### src/rtl/kernel_stage0_pkg.sv
// Shared types and widths for the stage-0 tile address generator.
//   - FSM state encoding
//   - operand / product / column / address widths
//   - sideband record carried alongside the multiplier pipeline
package kernel_stage0_pkg;

  localparam int HEAD_W   = 5;
  localparam int STRIDE_W = 14;
  localparam int PROD_W   = 19;
  localparam int COL_W    = 8;
  localparam int ADDR_W   = 20;

  typedef enum logic [1:0] {
    ST_IDLE  = 2'd0,
    ST_RUN   = 2'd1,
    ST_DRAIN = 2'd2,
    ST_DONE  = 2'd3
  } state_e;

  // Travels with each issued product so the add stage knows which column
  // offset to apply and whether this is the final address of the job.
  typedef struct packed {
    logic [COL_W-1:0] col;
    logic             last;
  } sideband_t;

endpackage

### src/rtl/kernel_stage0_tile_addr_gen_mul.sv
// Stage-0 4-stage unsigned 5x14 -> 19 multiplier primitive.
//   clk_i   clock
//   rst_ni  asynchronous active-low reset
//   ce_i    clock enable; all stages hold when low
//   a_i     5-bit multiplicand (head index)
//   b_i     14-bit multiplier (row stride)
//   p_o     19-bit product, valid 4 enabled cycles after a_i/b_i are captured
module kernel_stage0_tile_addr_gen_mul
  import kernel_stage0_pkg::*;
(
  input  logic                clk_i,
  input  logic                rst_ni,
  input  logic                ce_i,
  input  logic [HEAD_W-1:0]   a_i,
  input  logic [STRIDE_W-1:0] b_i,
  output logic [PROD_W-1:0]   p_o
);

  logic [HEAD_W-1:0]   a_q;
  logic [STRIDE_W-1:0] b_q;
  logic [PROD_W-1:0]   p2_q;
  logic [PROD_W-1:0]   p3_q;
  logic [PROD_W-1:0]   p4_q;
  logic [PROD_W-1:0]   prod_d;

  // 31 * 16383 < 2^19, so the zero-extended product never overflows.
  assign prod_d = PROD_W'(a_q) * PROD_W'(b_q);

  always_ff @(posedge clk_i or negedge rst_ni) begin
    if (!rst_ni) begin
      a_q  <= '0;
      b_q  <= '0;
      p2_q <= '0;
      p3_q <= '0;
      p4_q <= '0;
    end else if (ce_i) begin
      a_q  <= a_i;
      b_q  <= b_i;
      p2_q <= prod_d;
      p3_q <= p2_q;
      p4_q <= p3_q;
    end
  end

  assign p_o = p4_q;

endmodule

### src/rtl/kernel_stage0_tile_addr_gen.sv
// Stage-0 tile address generator.
// Walks heads x columns, issues head*stride into the 4-stage multiplier and
// emits base + product + column as a valid/ready address stream.
//   ap_clk, ap_rst_n        clock, asynchronous active-low reset
//   start                   job request, accepted only in IDLE
//   cfg_heads/stride/cols/base  job configuration, latched on accepted start
//   busy                    high in every state except IDLE
//   done                    one-cycle pulse at job end
//   out_valid/out_ready     output handshake
//   out_addr, out_last      address and final-address marker
//
// state    | meaning
// ---------+-------------------------------------------------------------
// ST_IDLE  | waiting for start
// ST_RUN   | issuing one (head, column) pair per enabled cycle
// ST_DRAIN | all issued; waiting for the pipe to empty and last handshake
// ST_DONE  | job finished; done pulses, then back to IDLE
module kernel_stage0_tile_addr_gen #(
  parameter int MUL_LAT = 4,   // must match the multiplier primitive depth
  parameter int ADDR_W  = 20
) (
  input  logic              ap_clk,
  input  logic              ap_rst_n,
  input  logic              start,
  input  logic [4:0]        cfg_heads,
  input  logic [13:0]       cfg_stride,
  input  logic [7:0]        cfg_cols,
  input  logic [ADDR_W-1:0] cfg_base,
  output logic              busy,
  output logic              done,
  output logic              out_valid,
  input  logic              out_ready,
  output logic [ADDR_W-1:0] out_addr,
  output logic              out_last
);

  import kernel_stage0_pkg::*;

  state_e              state_q;
  logic [HEAD_W-1:0]   heads_q;
  logic [STRIDE_W-1:0] stride_q;
  logic [COL_W-1:0]    cols_q;
  logic [ADDR_W-1:0]   base_q;
  logic [HEAD_W-1:0]   h_q;
  logic [COL_W-1:0]    c_q;
  logic                busy_q;
  logic                done_q;

  logic [MUL_LAT-1:0]  pipe_v_q;
  sideband_t           pipe_sb_q [MUL_LAT];

  logic                out_valid_q;
  logic [ADDR_W-1:0]   out_addr_q;
  logic                out_last_q;

  logic                ce;
  logic                issue;
  logic                col_wrap;
  logic                last_iss;
  sideband_t           issue_sb;
  sideband_t           head_sb;
  logic [PROD_W-1:0]   prod;
  logic [ADDR_W-1:0]   out_addr_d;

  // Everything upstream of the output register freezes only while a valid
  // address is being held against a stalled consumer.
  assign ce       = !(out_valid_q && !out_ready);
  assign issue    = (state_q == ST_RUN) && ce;
  assign col_wrap = (c_q == cols_q - 8'd1);
  assign last_iss = col_wrap && (h_q == heads_q - 5'd1);

  assign issue_sb.col  = c_q;
  assign issue_sb.last = last_iss;

  kernel_stage0_tile_addr_gen_mul u_mul (
    .clk_i  (ap_clk),
    .rst_ni (ap_rst_n),
    .ce_i   (ce),
    .a_i    (h_q),
    .b_i    (stride_q),
    .p_o    (prod)
  );

  always_ff @(posedge ap_clk or negedge ap_rst_n) begin
    if (!ap_rst_n) begin
      state_q  <= ST_IDLE;
      heads_q  <= '0;
      stride_q <= '0;
      cols_q   <= '0;
      base_q   <= '0;
      h_q      <= '0;
      c_q      <= '0;
      busy_q   <= 1'b0;
      done_q   <= 1'b0;
    end else begin
      // done is the registered image of the DONE state, so it lands the
      // cycle after DONE is entered and lasts exactly one cycle.
      done_q <= (state_q == ST_DONE);
      case (state_q)
        ST_IDLE: begin
          if (start) begin
            heads_q  <= cfg_heads;
            stride_q <= cfg_stride;
            cols_q   <= cfg_cols;
            base_q   <= cfg_base;
            h_q      <= '0;
            c_q      <= '0;
            busy_q   <= 1'b1;
            if ((cfg_heads == 5'd0) || (cfg_cols == 8'd0)) begin
              state_q <= ST_DONE;
            end else begin
              state_q <= ST_RUN;
            end
          end
        end
        ST_RUN: begin
          if (ce) begin
            if (last_iss) begin
              state_q <= ST_DRAIN;
            end else if (col_wrap) begin
              c_q <= '0;
              h_q <= h_q + 5'd1;
            end else begin
              c_q <= c_q + 8'd1;
            end
          end
        end
        ST_DRAIN: begin
          if ((pipe_v_q == '0) && out_valid_q && out_ready && out_last_q) begin
            state_q <= ST_DONE;
          end
        end
        ST_DONE: begin
          state_q <= ST_IDLE;
          busy_q  <= 1'b0;
        end
        default: begin
          state_q <= ST_IDLE;
          busy_q  <= 1'b0;
        end
      endcase
    end
  end

  // Sideband delay line, aligned stage-for-stage with the multiplier.
  always_ff @(posedge ap_clk or negedge ap_rst_n) begin
    if (!ap_rst_n) begin
      pipe_v_q <= '0;
      for (int i = 0; i < MUL_LAT; i++) begin
        pipe_sb_q[i] <= '0;
      end
    end else if (ce) begin
      pipe_v_q     <= {pipe_v_q[MUL_LAT-2:0], issue};
      pipe_sb_q[0] <= issue_sb;
      for (int i = 1; i < MUL_LAT; i++) begin
        pipe_sb_q[i] <= pipe_sb_q[i-1];
      end
    end
  end

  assign head_sb    = pipe_sb_q[MUL_LAT-1];
  assign out_addr_d = base_q + ADDR_W'(prod) + ADDR_W'(head_sb.col);

  always_ff @(posedge ap_clk or negedge ap_rst_n) begin
    if (!ap_rst_n) begin
      out_valid_q <= 1'b0;
      out_addr_q  <= '0;
      out_last_q  <= 1'b0;
    end else if (ce) begin
      out_valid_q <= pipe_v_q[MUL_LAT-1];
      out_last_q  <= pipe_v_q[MUL_LAT-1] && head_sb.last;
      if (pipe_v_q[MUL_LAT-1]) begin
        out_addr_q <= out_addr_d;
      end
    end
  end

  assign busy      = busy_q;
  assign done      = done_q;
  assign out_valid = out_valid_q;
  assign out_addr  = out_addr_q;
  assign out_last  = out_last_q;

endmodule

### config.mk
export PLATFORM = sky130hd
export DESIGN_NAME = kernel_stage0_tile_addr_gen
export DESIGN_NICKNAME = d
export VERILOG_FILES = /design/src/rtl/kernel_stage0_pkg.sv /design/src/rtl/kernel_stage0_tile_addr_gen_mul.sv /design/src/rtl/kernel_stage0_tile_addr_gen.sv
export SDC_FILE = /design/constraint.sdc
export NUM_CORES = 1
export LEC_CHECK = 0
export ABC_AREA = 1
export CAP_MARGIN = 20
export CORE_ASPECT_RATIO = 1.1
export CORE_MARGIN = 4
export CORE_UTILIZATION = 55
export CTS_CLUSTER_SIZE = 20
export DETAILED_ROUTE_END_ITERATION = 8
export HOLD_SLACK_MARGIN = 0.12
export PLACE_DENSITY_LB_ADDON = 0.25
export SLEW_MARGIN = 20
export SYNTH_ARGS = -nofsm -noshare
export SYNTH_HDL_FRONTEND = slang
export SYNTH_SLANG_ARGS = --single-unit
### constraint.sdc
create_clock -name ap_clk -period 4.25 [get_ports ap_clk]
set_clock_uncertainty 0.15 [all_clocks]
set_input_delay 0.425 -clock ap_clk [delete_from_list [all_inputs] [get_ports ap_clk]]
set_output_delay 0.425 -clock ap_clk [all_outputs]
set_load 0.01 [all_outputs]
# [Word-level counts from Yosys, hierarchy flattened]
# Index checks and enable logic that the tools add are counted.
[op_classes] muxes=18 reduce_logical=22 n_bitwise=1 add_sub_neg=6 n_lt_le_gt_ge=0 eq_ne=11 shift=0 multipliers=1 n_div=0
[op_table] op="$mux W8" count=4
[op_table] op="$add A20 B19 Y20" count=1
[op_table] op="$add A20 B8 Y20" count=1
[op_table] op="$mux W5" count=4
[op_table] op="$mul A5 B14 Y19" count=1
[op_table] op="$pmux W8 S2" count=1
[op_table] op="$ne A2 B2 Y1 const B" count=6
[op_table] op="$mux W2" count=5
[op_table] op="$pmux W5 S2" count=1
[op_table] op="$add A8 B1 Y8 const B" count=1
[op_table] op="$eq A8 B8 Y1" count=1
[op_table] op="$logic_not A8 Y1" count=1
[op_table] op="$pmux W2 S4" count=1
[op_table] op="$reduce_and A4 Y1" count=2
[op_table] op="$sub A8 B1 Y8 const B" count=1
[op_table] op="$logic_and A1 B1 Y1" count=7
[op_table] op="$reduce_and A2 Y1" count=3
[op_table] op="$add A5 B1 Y5 const B" count=1
[op_table] op="$eq A5 B5 Y1" count=1
[op_table] op="$logic_not A5 Y1" count=1
[op_table] op="$reduce_and A5 Y1" count=1
[op_table] op="$sub A5 B1 Y5 const B" count=1
[op_table] op="$eq A2 B2 Y1 const B" count=2
[op_table] op="$logic_not A4 Y1" count=1
[op_table] op="8 further kinds" count=10
[totals] output_inout_bits=24 register_bits=202 rom_bits=0 latch_bits=0 mem_bits_rw=0 wordCells=85 input_bits=51 mem_count=0

# [Longest topological paths before layout]
# Gate-level depths: netlist of run 1.
[depth] depth_word=6 depth_mapped=19 ltp_nobuf=18

# [Modules after synthesis]
# Synthesis of run 1 repeated with hierarchy kept, for this count alone.
[unflattened] cells_unflattened=1616 area_unflattened_um2=12226.7
[by_module_without_submodules] module="kernel_stage0_tile_addr_gen" instances=1 area_each_um2=6891.6 seq_area_each_um2=3153.0 cells_per_inst=882
[by_module_without_submodules] module="kernel_stage0_tile_addr_gen_mul" instances=1 area_each_um2=5335.1 seq_area_each_um2=1901.8 cells_per_inst=734

# [Least setup slack after synthesis of run 1]
# Ideal clock, no wire load.
[synth_timing] path_kind="reg2reg" start="register u_mul.a_q[4]" end="register u_mul.p2_q[15]" path_slack_ns=0.299 n_path_buf=1 required_time_ns=3.967 setup_ns=0.133 arrival_time_ns=3.668 period_less_slack_ns=3.951 path_stages_with_launch=15 path_cell_list="dfrtp_1 clkbuf_1 nand2_1 fa_1 fa_1 fa_1 inv_1 ha_1 a21oi_1 nand2_1 a21boi_1 o21ai_0 or2_2 nand3_1 o21ai_0"
[synth_via] elab_chain_len=1
[synth_rtl] element="start, declared" line_no="kernel_stage0_tile_addr_gen_mul.sv:19" source="logic [HEAD_W-1:0] a_q;"
[synth_rtl] element="start signal, assigned" line_no="kernel_stage0_tile_addr_gen_mul.sv:37" source="a_q <= a_i;"
[synth_rtl] element="$mul A5 B14 Y19" line_no="kernel_stage0_tile_addr_gen_mul.sv:27" source="assign prod_d = PROD_W'(a_q) * PROD_W'(b_q);"
[synth_rtl] element="end signal, assigned" line_no="kernel_stage0_tile_addr_gen_mul.sv:39" source="p2_q <= prod_d;"
[synth_rtl] element="end, declared" line_no="kernel_stage0_tile_addr_gen_mul.sv:21" source="logic [PROD_W-1:0] p2_q;"
# Every way passes these cells.
# A chain may end at the register's enable or synchronous reset.

# [Worst setup path in the final report of run 1]
# Same ends and word-level chain as after synthesis.

==> reports/results.txt, run 1 <==
Worst Setup EP: u_mul.p2_q[15]$_DFFE_PN0N_
GP Congestion: 0.876
layout cells sized above 1: 5.23%
Synth area leaders: dfrtp_1 42%, nand2_1 19%, fa_1 7.5%, ha_1 6.7%, inv_1 6.6%
pwr dens: 592 mW/mm^2
Hold WS: 0.289 ns
Synth cell types: 40
origin of the critical flop-to-flop path: u_mul.a_q[4]$_DFFE_PN0N_
internal power: 4.99 mW
synthesized flop and latch total: 202
CTS sink count: 202
period utilisation layout: 94.1%
Design Area, Final: 0.0138 mm^2
Root Buffer Master: clkbuf_16
routed vias/inst: 5.00
Clk pwr share: 25.4%
Comb power frac: 37.0%
CTS max path bufs: 3
Crit path required time: 4.49 ns
Main synth FF type: dfrtp_1
nets@finish: 1748
GRT Overall Usage: 20.7%
Static Leakage: 7.60 nW
DR DRC count: 0
Worst-Skew Late Latency: 0.52 ns
setup ws final: 0.251 ns
die area: 0.0241 mm^2
CTS tree: done
Max VDD drop: 0.480 mV
cell count of the worst reg-to-reg path: 15
first-pass GRT wire length: 42200 um
Fin Setup TNS: 0 ns
clock-pin slew on the worst setup and hold paths: 0.06 ns
IO Pins: 75
drt pass-1 iters: 5
Switch Pwr: 3.17 mW
Seq pwr share: 37.6%
Worst setup SP type: register
gr ovfl total: 0
die height: 163 um
IO buf count: 74
Setup CP Type: register to register
Rows: 56
synthesized area: 0.0119 mm^2
placed inst area: 0.0130 mm^2
Sw Share: 38.9%
total CTS buffers: 23
total core area: 0.0214 mm^2
Max H-tree Level: 1
Vias: 9472
# setup viols final: 0
total number of yosys warnings: 0
worst min path class: input pin to register
Worst-Margin Slew: 0.792 ns
Max Transition Viols Final: 0
Placed Instances: 1852
RSZ-0062 raised after global routing: no
post-CTS setup buffers: 0
crit path capture type: register
DR WL/cell: 12.7 um
Pwr Total: 8.16 mW
max cap viols: 0
post-synth top area share: 42.3%
Post-Synthesis Cells: 1526
R2R Setup Slk: 0.25 ns
most instantiated cells after synthesis: 595 x nand2_1, 210 x inv_1, 202 x dfrtp_1, 100 x o21ai_0, 69 x nand3_1
n_diodes: 0
register area share after synthesis: 42.3%
syn_nets: 1686
Worst Path Arrival: 4.24 ns
cell with the most instances after synthesis: nand2_1
Final Hold Fails: 0
DR iter-0 viols: 355
Area Overhead vs Synth: 15.5%
Non-Filler Instances: 1895
DP HPWL: 17400 um
Fmax: 250 MHz
Post-Route WL: 24100 um
Crit Reg-Reg Endpoint: u_mul.p2_q[15]$_DFFE_PN0N_
largest net degree at the start of global routing: 87
Synth Area per Inst: 7.82 um^2
fraction of registers with async set/reset: 100%
crit path from: u_mul.a_q[4]$_DFFE_PN0N_
post-layout util: 64.5%
Synth area leader: dfrtp_1
Die Span X: 148 um
Tmin final: 4.00 ns
number of synthesized flops with an enable pin: 0
worst-path fanout max: 15
Place WS: 0.0591 ns
status: completed
vias in the first global route: 9250
initial cell density of the core: 55.9%
initial antenna violation count: 0
antenna viol nets, final: 0
relative slew slack: 47.1%
layer usage:
metal	track usage (%)	routed length, um
met1	28.1	11000
met2	35.0	11400
met3	2.73	1120
met4	5.96	569
met5	0	0
worst max-delay path, stage by stage, from the launching register on:
cell and delay (ns):
dfrtp_2 0.51, nand2_1 0.09, inv_1 0.06, fa_1 0.50, fa_1 0.56, inv_1 0.06
fa_1 0.52, inv_1 0.04, ha_1 0.35, a21oi_1 0.26, o21ai_0 0.11, a21oi_1 0.14
o21ai_0 0.11, or2_2 0.28, nand3_1 0.06, o21ai_0 0.08
kinds of logic (layout without fill, tap and decap cells):
logic type                 count (synthesis)  count (layout)  synth area share (%)
AOI/OAI and AO/OA                        160             160                  7.20
and+or+nand+nor                          774             774                  26.3
adders and majority gates                109             109                  14.3
buffers and inverters                    259             338                  8.24
DFF                                      202             202                  42.3
xor gates and xnor gates                  22              22                  1.61
power by group through the flow:
| stage | combinational (mW) | sequential [mW] | clock [mW] |
|---|---|---|---|
| 3_3_place_gp | 2.92 | 3.07 | 0 |
| 6_report | 3.02 | 3.07 | 2.07 |
| 3_5_place_dp | 3.02 | 3.09 | 0 |
| 5_1_grt | 3.50 | 3.16 | 2.20 |
| 4_1_cts | 3.05 | 3.07 | 2.12 |
| 2_1_floorplan | 2.19 | 2.99 | 0 |
timing repair:
item	4_1_cts	5_1_grt
endpoints found under the setup margin	0	10
hold buffers	1	0
resized for setup	0	6
endpoints found under the hold margin	78	0
cells in the final DEF, fill, tap and decap left out, drive strengths merged, types with 9 or more instances in the layout:
cell	n
clkbuf	29
inv	214
fa	45
a21oi	34
dfrtp	202
ha	64
or2	10
o21ai	103
nor2	65
nand3	72
xor2	12
nand2	600
buf	9
xnor2	10
clkdlybuf4s50	73
nor3	9
flip-flops by register name, indices dropped and copies added (netlist names), 2 cells and up:
signal / flops
h_q: 5
pipe_v_q: 4
u_mul.p3_q: 19
state_q: 2
u_mul.a_q: 5
base_q: 20
u_mul.b_q: 14
pipe_sb_q: 27
u_mul.p2_q: 19
u_mul.p_o: 19
cols_q: 8
out_addr: 20
c_q: 8
head_sb: 9
stride_q: 14
heads_q: 5
worst min-delay path by stage:
stage                         startpoint                        end  slack, ns  depth (start not counted)
2_1_floorplan                   ap_rst_n      base_q[0]$_DFFE_PN0P_      -0.02                          0
3_3_place_gp     stride_q[2]$_DFFE_PN0P_   u_mul.b_q[2]$_DFFE_PN0N_       0.30                          2
3_5_place_dp   pipe_sb_q[24]$_DFFE_PN0N_  pipe_sb_q[15]$_DFFE_PN0N_       0.30                          2
4_1_cts                    cfg_stride[1]    stride_q[1]$_DFFE_PN0P_       0.27                          3
5_1_grt                    cfg_stride[7]    stride_q[7]$_DFFE_PN0P_       0.28                          3
6_report                   cfg_stride[6]    stride_q[6]$_DFFE_PN0P_       0.29                          3
final cells by class:
cell class / instances / area, um^2
Fill cell: 1885 / 7580
Clock inverter: 14 / 175
Timing Repair Buffer: 84 / 847
Multi-Input combinational cell: 1065 / 5910
Sequential cell: 202 / 5060
Tap cell: 290 / 363
Inverter: 212 / 796
Clock buffer: 28 / 634
Power figures use the tool's default switching activity.
==> inputs of run 2 (changes only) <==
--- a/config.mk
+++ b/config.mk
@@ -7,13 +7,15 @@
 export LEC_CHECK = 0
 export ABC_AREA = 1
 export CAP_MARGIN = 20
+export CELL_PAD_IN_SITES_DETAIL_PLACEMENT = 1
+export CELL_PAD_IN_SITES_GLOBAL_PLACEMENT = 2
 export CORE_ASPECT_RATIO = 1.1
 export CORE_MARGIN = 4
-export CORE_UTILIZATION = 55
+export CORE_UTILIZATION = 32
 export CTS_CLUSTER_SIZE = 20
 export DETAILED_ROUTE_END_ITERATION = 8
 export HOLD_SLACK_MARGIN = 0.12
-export PLACE_DENSITY_LB_ADDON = 0.25
+export PLACE_DENSITY_LB_ADDON = 0.1
 export SLEW_MARGIN = 20
 export SYNTH_ARGS = -nofsm -noshare
 export SYNTH_HDL_FRONTEND = slang
==> run 2 against run 1 <==
Count of clock-buffer cells in the layout is 5 higher; fmax decreased by 1.4%; routed wire length up 25%; clock power rose by 12%; global-route usage down 5.2 points; combinational power grew 4%.
==> reports/results.txt, run 2 (synthesized netlist as in run 1, its figures left out) <==
status: completed (unchanged)
Worst setup SP type: register (unchanged)
DR DRC count: 0 (unchanged)
layout cells sized above 1: 6.42% (was 5.23%)
Crit path required time: 4.52 ns (was 4.49 ns)
Rows: 73 (was 56)
max reg flops: 27 (unchanged)
Fmax: 247 MHz (was 250 MHz)
Max H-tree Level: 1 (unchanged)
crit path from: u_mul.a_q[4]$_DFFE_PN0N_ (unchanged)
Root Buffer Master: clkbuf_16 (unchanged)
DP HPWL: 22000 um (was 17400 um)
pwr dens: 598 mW/mm^2 (was 592 mW/mm^2)
Biggest register: pipe_sb_q (unchanged)
max cap viols: 0 (unchanged)
vias in the first global route: 10300 (was 9250)
Crit Reg-Reg Endpoint: u_mul.p2_q[15]$_DFFE_PN0N_ (unchanged)
IO Pins: 75 (unchanged)
CTS max path bufs: 3 (unchanged)
period utilisation layout: 95.4% (was 94.1%)
antenna viol nets, final: 0 (unchanged)
Worst-Margin Slew: 0.964 ns (was 0.792 ns)
n_diodes: 0 (unchanged)
hold_sp: cfg_stride[1] (was cfg_stride[6])
Setup CP Type: register to register (unchanged)
Final Hold Fails: 0 (unchanged)
Max VDD drop: 0.294 mV (was 0.480 mV)
largest net degree at the start of global routing: 115 (was 87)
routed vias/inst: 4.55 (was 5.00)
first-pass GRT wire length: 52200 um (was 42200 um)
most common cell after layout, fill and taps aside: nand2_1 (unchanged)
Max Transition Viols Final: 0 (unchanged)
initial antenna violation count: 0 (unchanged)
Post-Route WL: 30100 um (was 24100 um)
CTS sink count: 202 (unchanged)
drt pass-1 iters: 4 (was 5)
Static Leakage: 7.69 nW (was 7.60 nW)
GP Congestion: 0.833 (was 0.876)
clock-pin slew on the worst setup and hold paths: 0.06 ns (about the same)
Die Span X: 192 um (was 148 um)
Place WS: -0.00388 ns (was 0.0591 ns)
DR WL/cell: 14.3 um (was 12.7 um)
Tmin final: 4.05 ns (was 4.00 ns)
Worst Setup EP: u_mul.p2_q[15]$_DFFE_PN0N_ (unchanged)
# setup viols final: 0 (unchanged)
total core area: 0.0365 mm^2 (was 0.0214 mm^2)
nets@finish: 1760 (was 1748)
CTS tree: done (unchanged)
setup ws final: 0.196 ns (was 0.251 ns)
worst-path fanout max: 6 (was 15)
DR iter-0 viols: 335 (was 355)
gr ovfl total: 0 (unchanged)
crit path capture type: register (unchanged)
origin of the critical flop-to-flop path: u_mul.a_q[4]$_DFFE_PN0N_ (unchanged)
Vias: 9582 (was 9472)
Worst Path Arrival: 4.32 ns (was 4.24 ns)
IO buf count: 74 (unchanged)
initial cell density of the core: 32.7% (was 55.9%)
Area Overhead vs Synth: 19.2% (was 15.5%)
relative slew slack: 35.7% (was 47.1%)
Hold WS: 0.244 ns (was 0.289 ns)
cell count of the worst reg-to-reg path: 18 (was 15)
die height: 211 um (was 163 um)
RSZ-0062 raised after global routing: yes (was no)
worst min path class: input pin to register (unchanged)
R2R Setup Slk: 0.20 ns (was 0.25 ns)
Worst-Skew Late Latency: 0.56 ns (was 0.52 ns)
total CTS buffers: 26 (was 23)
GRT Overall Usage: 15.5% (was 20.7%)
commonest cells after routing, fill and taps aside: 593 x nand2_1, 210 x inv_1, 199 x dfrtp_1 (was 594 x nand2_1, 210 x inv_1, 199 x dfrtp_1)
die area: 0.0405 mm^2 (was 0.0241 mm^2)
run 2: cell types whose count changed in the layout (fill, tap and decap cells not counted), sizes merged:
cell and delta:
buf +9, clkbuf +5, clkinv +1, clkinvlp +2, inv -2
run 2: repair_timing:
item / 4_1_cts / 5_1_grt
buffers inserted: 0 / 5
hold buffers: 1 / 0
gates resized for setup: 1 / 12
endpoints found under the setup margin: 3 / 11
hold endpoints to repair: 112 / 0
run 2: worst min-delay path by stage:
| stage | endpoint | slack, ns | cells past startpoint |
|---|---|---|---|
| after global routing | stride_q[2]$_DFFE_PN0P_ | 0.23 | 3 |
| after CTS | stride_q[1]$_DFFE_PN0P_ | 0.20 | 3 |
| final | stride_q[1]$_DFFE_PN0P_ | 0.24 | 3 |
| after floorplan | base_q[0]$_DFFE_PN0P_ | -0.02 | 0 |
| after detailed placement | u_mul.b_q[7]$_DFFE_PN0N_ | 0.31 | 2 |
| after global placement | pipe_sb_q[20]$_DFFE_PN0N_ | 0.30 | 2 |
run 2: power by group:
part	internal, mW	leakage (nW)	switching (mW)
Combinational	1.19	4.59	1.94
Sequential	2.56	2.66	0.516
Clock	1.40	0.438	0.912
Total	5.15	7.69	3.37
run 2: stage by stage:
step / instances / setup TNS, ns / util [%] / power [mW] / cell area (um^2)
2_1_floorplan: 1526 / 0 / - / 5.17 / 11900
3_3_place_gp: 2053 / 0 / 36.2 / 6.21 / 13200
3_5_place_dp: 2053 / -0.00388 / 36.2 / 6.30 / 13200
4_1_cts: 2102 / 0 / 38.7 / 8.73 / 14200
5_1_grt: 2107 / -0.0735 / 38.9 / 9.37 / 14200
6_report: 2107 / 0 / 38.9 / 8.52 / 14200
run 2: layout make-up:
cell class              count  area, um^2
clock buffers              33         727
well taps                 487         609
inverters                 212         796
clock inverters            15         195
fillers                  4451       22300
multi-input cells        1065        5930
repair buffers             93         912
flip-flops and latches    202        5060
run 2: routing by layer:
metal | up-vias | wire (um) | global-route usage, %
met5 | - | 0 | 0
met4 | 0 | 514 | 3.64
met3 | 31 | 1050 | 2.04
met2 | 95 | 14500 | 27.0
met1 | 4586 | 14000 | 20.5
li1 | 4870 | - | -
run 2: worst max-delay path, stage by stage, from the launching register on:
cell and delay, ns:
dfrtp_2 0.42, buf_12 0.14, nand2_1 0.05, inv_1 0.06
fa_1 0.51, fa_1 0.55, inv_1 0.06, fa_1 0.53
inv_1 0.04, ha_1 0.37, nand2_1 0.10, nand2_1 0.06
inv_1 0.12, o21ai_0 0.10, a21oi_1 0.13, o21ai_0 0.11
or2_2 0.28, nand3_1 0.07, o21ai_0 0.08
==> inputs of run 3 (changes only) <==
--- a/config.mk
+++ b/config.mk
@@ -16,7 +16,9 @@
 export DETAILED_ROUTE_END_ITERATION = 8
 export HOLD_SLACK_MARGIN = 0.12
 export PLACE_DENSITY_LB_ADDON = 0.1
+export SETUP_SLACK_MARGIN = 0.05
 export SLEW_MARGIN = 20
 export SYNTH_ARGS = -nofsm -noshare
 export SYNTH_HDL_FRONTEND = slang
+export SYNTH_HIERARCHICAL = 1
 export SYNTH_SLANG_ARGS = --single-unit
==> run 3 against run 2 <==
Combinational power about the same; critical path depth down 2; sequential power up 1%; non-clock buffer count down 9; register-to-register slack better by 0.29 ns; power up 0.15%; via count up 2.9%; global-route usage up 0.12 points; synthesized cell count up 5.9%; critical path type unchanged.
==> reports/results.txt, run 3 <==
Hold WS: 0.275 ns (was 0.244 ns)
Fmax: 265 MHz (was 247 MHz)
drt pass-1 iters: 4 (unchanged)
synthesized area: 0.0122 mm^2 (was 0.0119 mm^2)
fraction of registers with async set/reset: 100% (unchanged)
Synth cell types: 42 (was 40)
critical path's largest stage delay: 0.55 ns (about the same)
Post-Synthesis Cells: 1616 (was 1526)
period utilisation layout: 88.6% (was 95.4%)
CTS max path bufs: 3 (unchanged)
worst min path class: input pin to register (unchanged)
Design Area, Final: 0.0144 mm^2 (was 0.0142 mm^2)
Non-Filler Instances: 2190 (was 2107)
die area: 0.0414 mm^2 (was 0.0405 mm^2)
DR iter-0 viols: 397 (was 335)
antenna viol nets, final: 0 (unchanged)
post-CTS setup buffers: 0 (unchanged)
IO buf count: 74 (unchanged)
GRT Overall Usage: 15.6% (was 15.5%)
Worst Path Arrival: 4.03 ns (was 4.32 ns)
largest net degree at the start of global routing: 113 (was 115)
Post-Route WL: 31100 um (was 30100 um)
Setup CP Type: register to register (unchanged)
clock-pin slew on the worst setup and hold paths: 0.06 ns (about the same)
nets@finish: 1840 (was 1760)
Worst setup SP type: register (unchanged)
Placed Instances: 2146 (was 2053)
post-synth top area share: 41.3% (was 42.3%)
RSZ-0062 raised after global routing: no (was yes)
Synth Area per Inst: 7.57 um^2 (was 7.82 um^2)
Area Overhead vs Synth: 17.6% (was 19.2%)
most common cell after layout, fill and taps aside: nand2_1 (unchanged)
register area share after synthesis: 41.3% (was 42.3%)
# setup viols final: 0 (unchanged)
total core area: 0.0374 mm^2 (was 0.0365 mm^2)
slowest CP cell: fa_1 (unchanged)
placed inst area: 0.0135 mm^2 (was 0.0132 mm^2)
Vias: 9859 (was 9582)
Final Hold Fails: 0 (unchanged)
routed vias/inst: 4.50 (was 4.55)
Biggest register: pipe_sb_q (unchanged)
Static Leakage: 8.14 nW (was 7.69 nW)
Crit path required time: 4.51 ns (was 4.52 ns)
cell with the most instances after synthesis: nand2_1 (unchanged)
Synth area leader: dfrtp_1 (unchanged)
Die Span X: 194 um (was 192 um)
n_diodes: 0 (unchanged)
DR WL/cell: 14.2 um (was 14.3 um)
GP Congestion: 0.797 (was 0.833)
Max H-tree Level: 1 (unchanged)
synthesized flop and latch total: 202 (unchanged)
DR DRC count: 0 (unchanged)
DP HPWL: 23400 um (was 22000 um)
CTS sink count: 202 (unchanged)
gr ovfl total: 0 (unchanged)
max cap viols: 0 (unchanged)
Max VDD drop: 0.415 mV (was 0.294 mV)
layout cells sized above 1: 5.60% (was 6.42%)
Critical Path, Cell by Cell: nand2_1 > inv_1 > fa_1 > fa_1 > inv_1 > fa_1 > inv_1 > ha_1 > nand2_2 > inv_2 > nand2_1 > nand2_1 > a21oi_1 > nand3_1 > nand3_1 > nand2_1 (was buf_12 > nand2_1 > inv_1 > fa_1 > fa_1 > inv_1 > fa_1 > inv_1 > ha_1 > nand2_1 > nand2_1 > inv_1 > o21ai_0 > a21oi_1 > o21ai_0 > or2_2 > nand3_1 > o21ai_0)
commonest cells after routing, fill and taps aside: 709 x nand2_1, 219 x inv_1, 199 x dfrtp_1 (was 593 x nand2_1, 210 x inv_1, 199 x dfrtp_1)
Worst-Margin Slew: 0.995 ns (was 0.964 ns)
crit path capture type: register (unchanged)
Worst-Skew Late Latency: 0.55 ns (was 0.56 ns)
relative slew slack: 33.6% (was 35.7%)
worst-path fanout max: 15 (was 6)
vias in the first global route: 10700 (was 10300)
Root Buffer Master: clkbuf_16 (unchanged)
number of synthesized flops with an enable pin: 0 (unchanged)
Max Transition Viols Final: 0 (unchanged)
syn_nets: 1776 (was 1686)
pwr dens: 593 mW/mm^2 (was 598 mW/mm^2)
initial cell density of the core: 32.7% (about the same)
initial antenna violation count: 0 (unchanged)
Fin Setup TNS: 0 ns (unchanged)
Rows: 74 (was 73)
CTS tree: done (unchanged)
Pwr Total: 8.53 mW (was 8.52 mW)
status: completed (unchanged)
first-pass GRT wire length: 54200 um (was 52200 um)
max reg flops: 27 (unchanged)
CP most frequent cell: nand2_1 (was inv_1)
most instantiated cells after synthesis: 710 x nand2_1, 220 x inv_1, 202 x dfrtp_1, 69 x nand3_1, 64 x ha_1 (was 595 x nand2_1, 210 x inv_1, 202 x dfrtp_1, 100 x o21ai_0, 69 x nand3_1)
die height: 213 um (was 211 um)
Synth area leaders: dfrtp_1 41%, nand2_1 22%, fa_1 7.4%, inv_1 6.8%, ha_1 6.5% (was dfrtp_1 42%, nand2_1 19%, fa_1 7.5%, ha_1 6.7%, inv_1 6.6%)
Main synth FF type: dfrtp_1 (unchanged)
Tmin final: 3.77 ns (was 4.05 ns)
total number of yosys warnings: 6 (was 0)
total CTS buffers: 25 (was 26)
IO Pins: 75 (unchanged)
run 3: changes by cell type after synthesis, moves of 5 or more:
cell | previous run | this run
nand2_2 | 3 | 10
or2_2 | 10 | 3
inv_1 | 210 | 220
o21ai_0 | 100 | 62
inv_2 | 1 | 9
clkbuf_1 | 39 | 34
nand2_1 | 595 | 710
run 3: per-stage QoR:
stage	setup slack, ns	utilization (%)
2_1_floorplan	0.630	-
3_3_place_gp	0.357	36.0
3_5_place_dp	0.276	36.0
4_1_cts	0.258	38.4
5_1_grt	0.138	38.5
6_report	0.483	38.5
run 3: final timing paths:
kind	start	end	slack, ns	depth (start not counted)
max	u_mul/a_q[4]$_DFFE_PN0P_	u_mul/p2_q[18]$_DFFE_PN0P_	0.48	16
min	cfg_base[5]	base_q[5]$_DFFE_PN0P_	0.28	3
max reg2reg	u_mul/a_q[4]$_DFFE_PN0P_	u_mul/p2_q[18]$_DFFE_PN0P_	0.48	16
min reg2reg	u_mul/p2_q[3]$_DFFE_PN0P_	u_mul/p3_q[3]$_DFFE_PN0P_	0.31	2
max in group asynchronous	ap_rst_n	u_mul/p2_q[15]$_DFFE_PN0P_	2.55	3
min in group asynchronous	ap_rst_n	base_q[19]$_DFFE_PN0P_	0.40	2
run 3: critical path: cells and delay by family, from the launching register on:
kind	cells	cell delay (ns)
adder cells (fa/ha/maj)	4	1.99
AND/OR/NAND/NOR	7	0.62
flip-flops	1	0.51
buffers and inverters	4	0.20
AO/OA/AOI/OAI	1	0.19
run 3: layer usage:
metal  GRT usage (%)  vias up  part of all wire (%)
met2            28.3       82                    49
met4            2.93        0                   1.4
met3            2.00       29                   2.7
li1                -     5041                     -
met5               0        -                     0
met1            20.3     4707                    46
run 3: power breakdown:
part           internal [mW]  switching [mW]  leakage (nW)
sequential              2.56           0.550          2.66
clock                   1.43           0.833         0.436
combinational           1.19            1.96          5.05
total                   5.18            3.35          8.14
run 3: repair_timing:
item,in CTS,in global routing
resized for setup,0,3
endpoints found under the setup margin,0,6
hold endpoints to repair,110,0
hold buffers,1,0
run 3: area by class of cell:
type,instances,area [um^2]
fill,4593,23000
multi-input combinational,1137,6110
sequential,202,5060
inverter,230,865
timing repair buffer,84,835
clock buffer,38,774
tap,494,618
clock inverter,5,118
run 3: cells by family (layout without fill, tap and decap cells):
family	Yosys count	after routing	synth area share (%)
adders and majority gates	109	109	13.9
AOI/OAI and AO/OA	110	110	4.79
and+or+nand+nor	896	896	29.7
buffers and inverters	277	357	8.67
DFF	202	202	41.3
xor gates and xnor gates	22	22	1.58
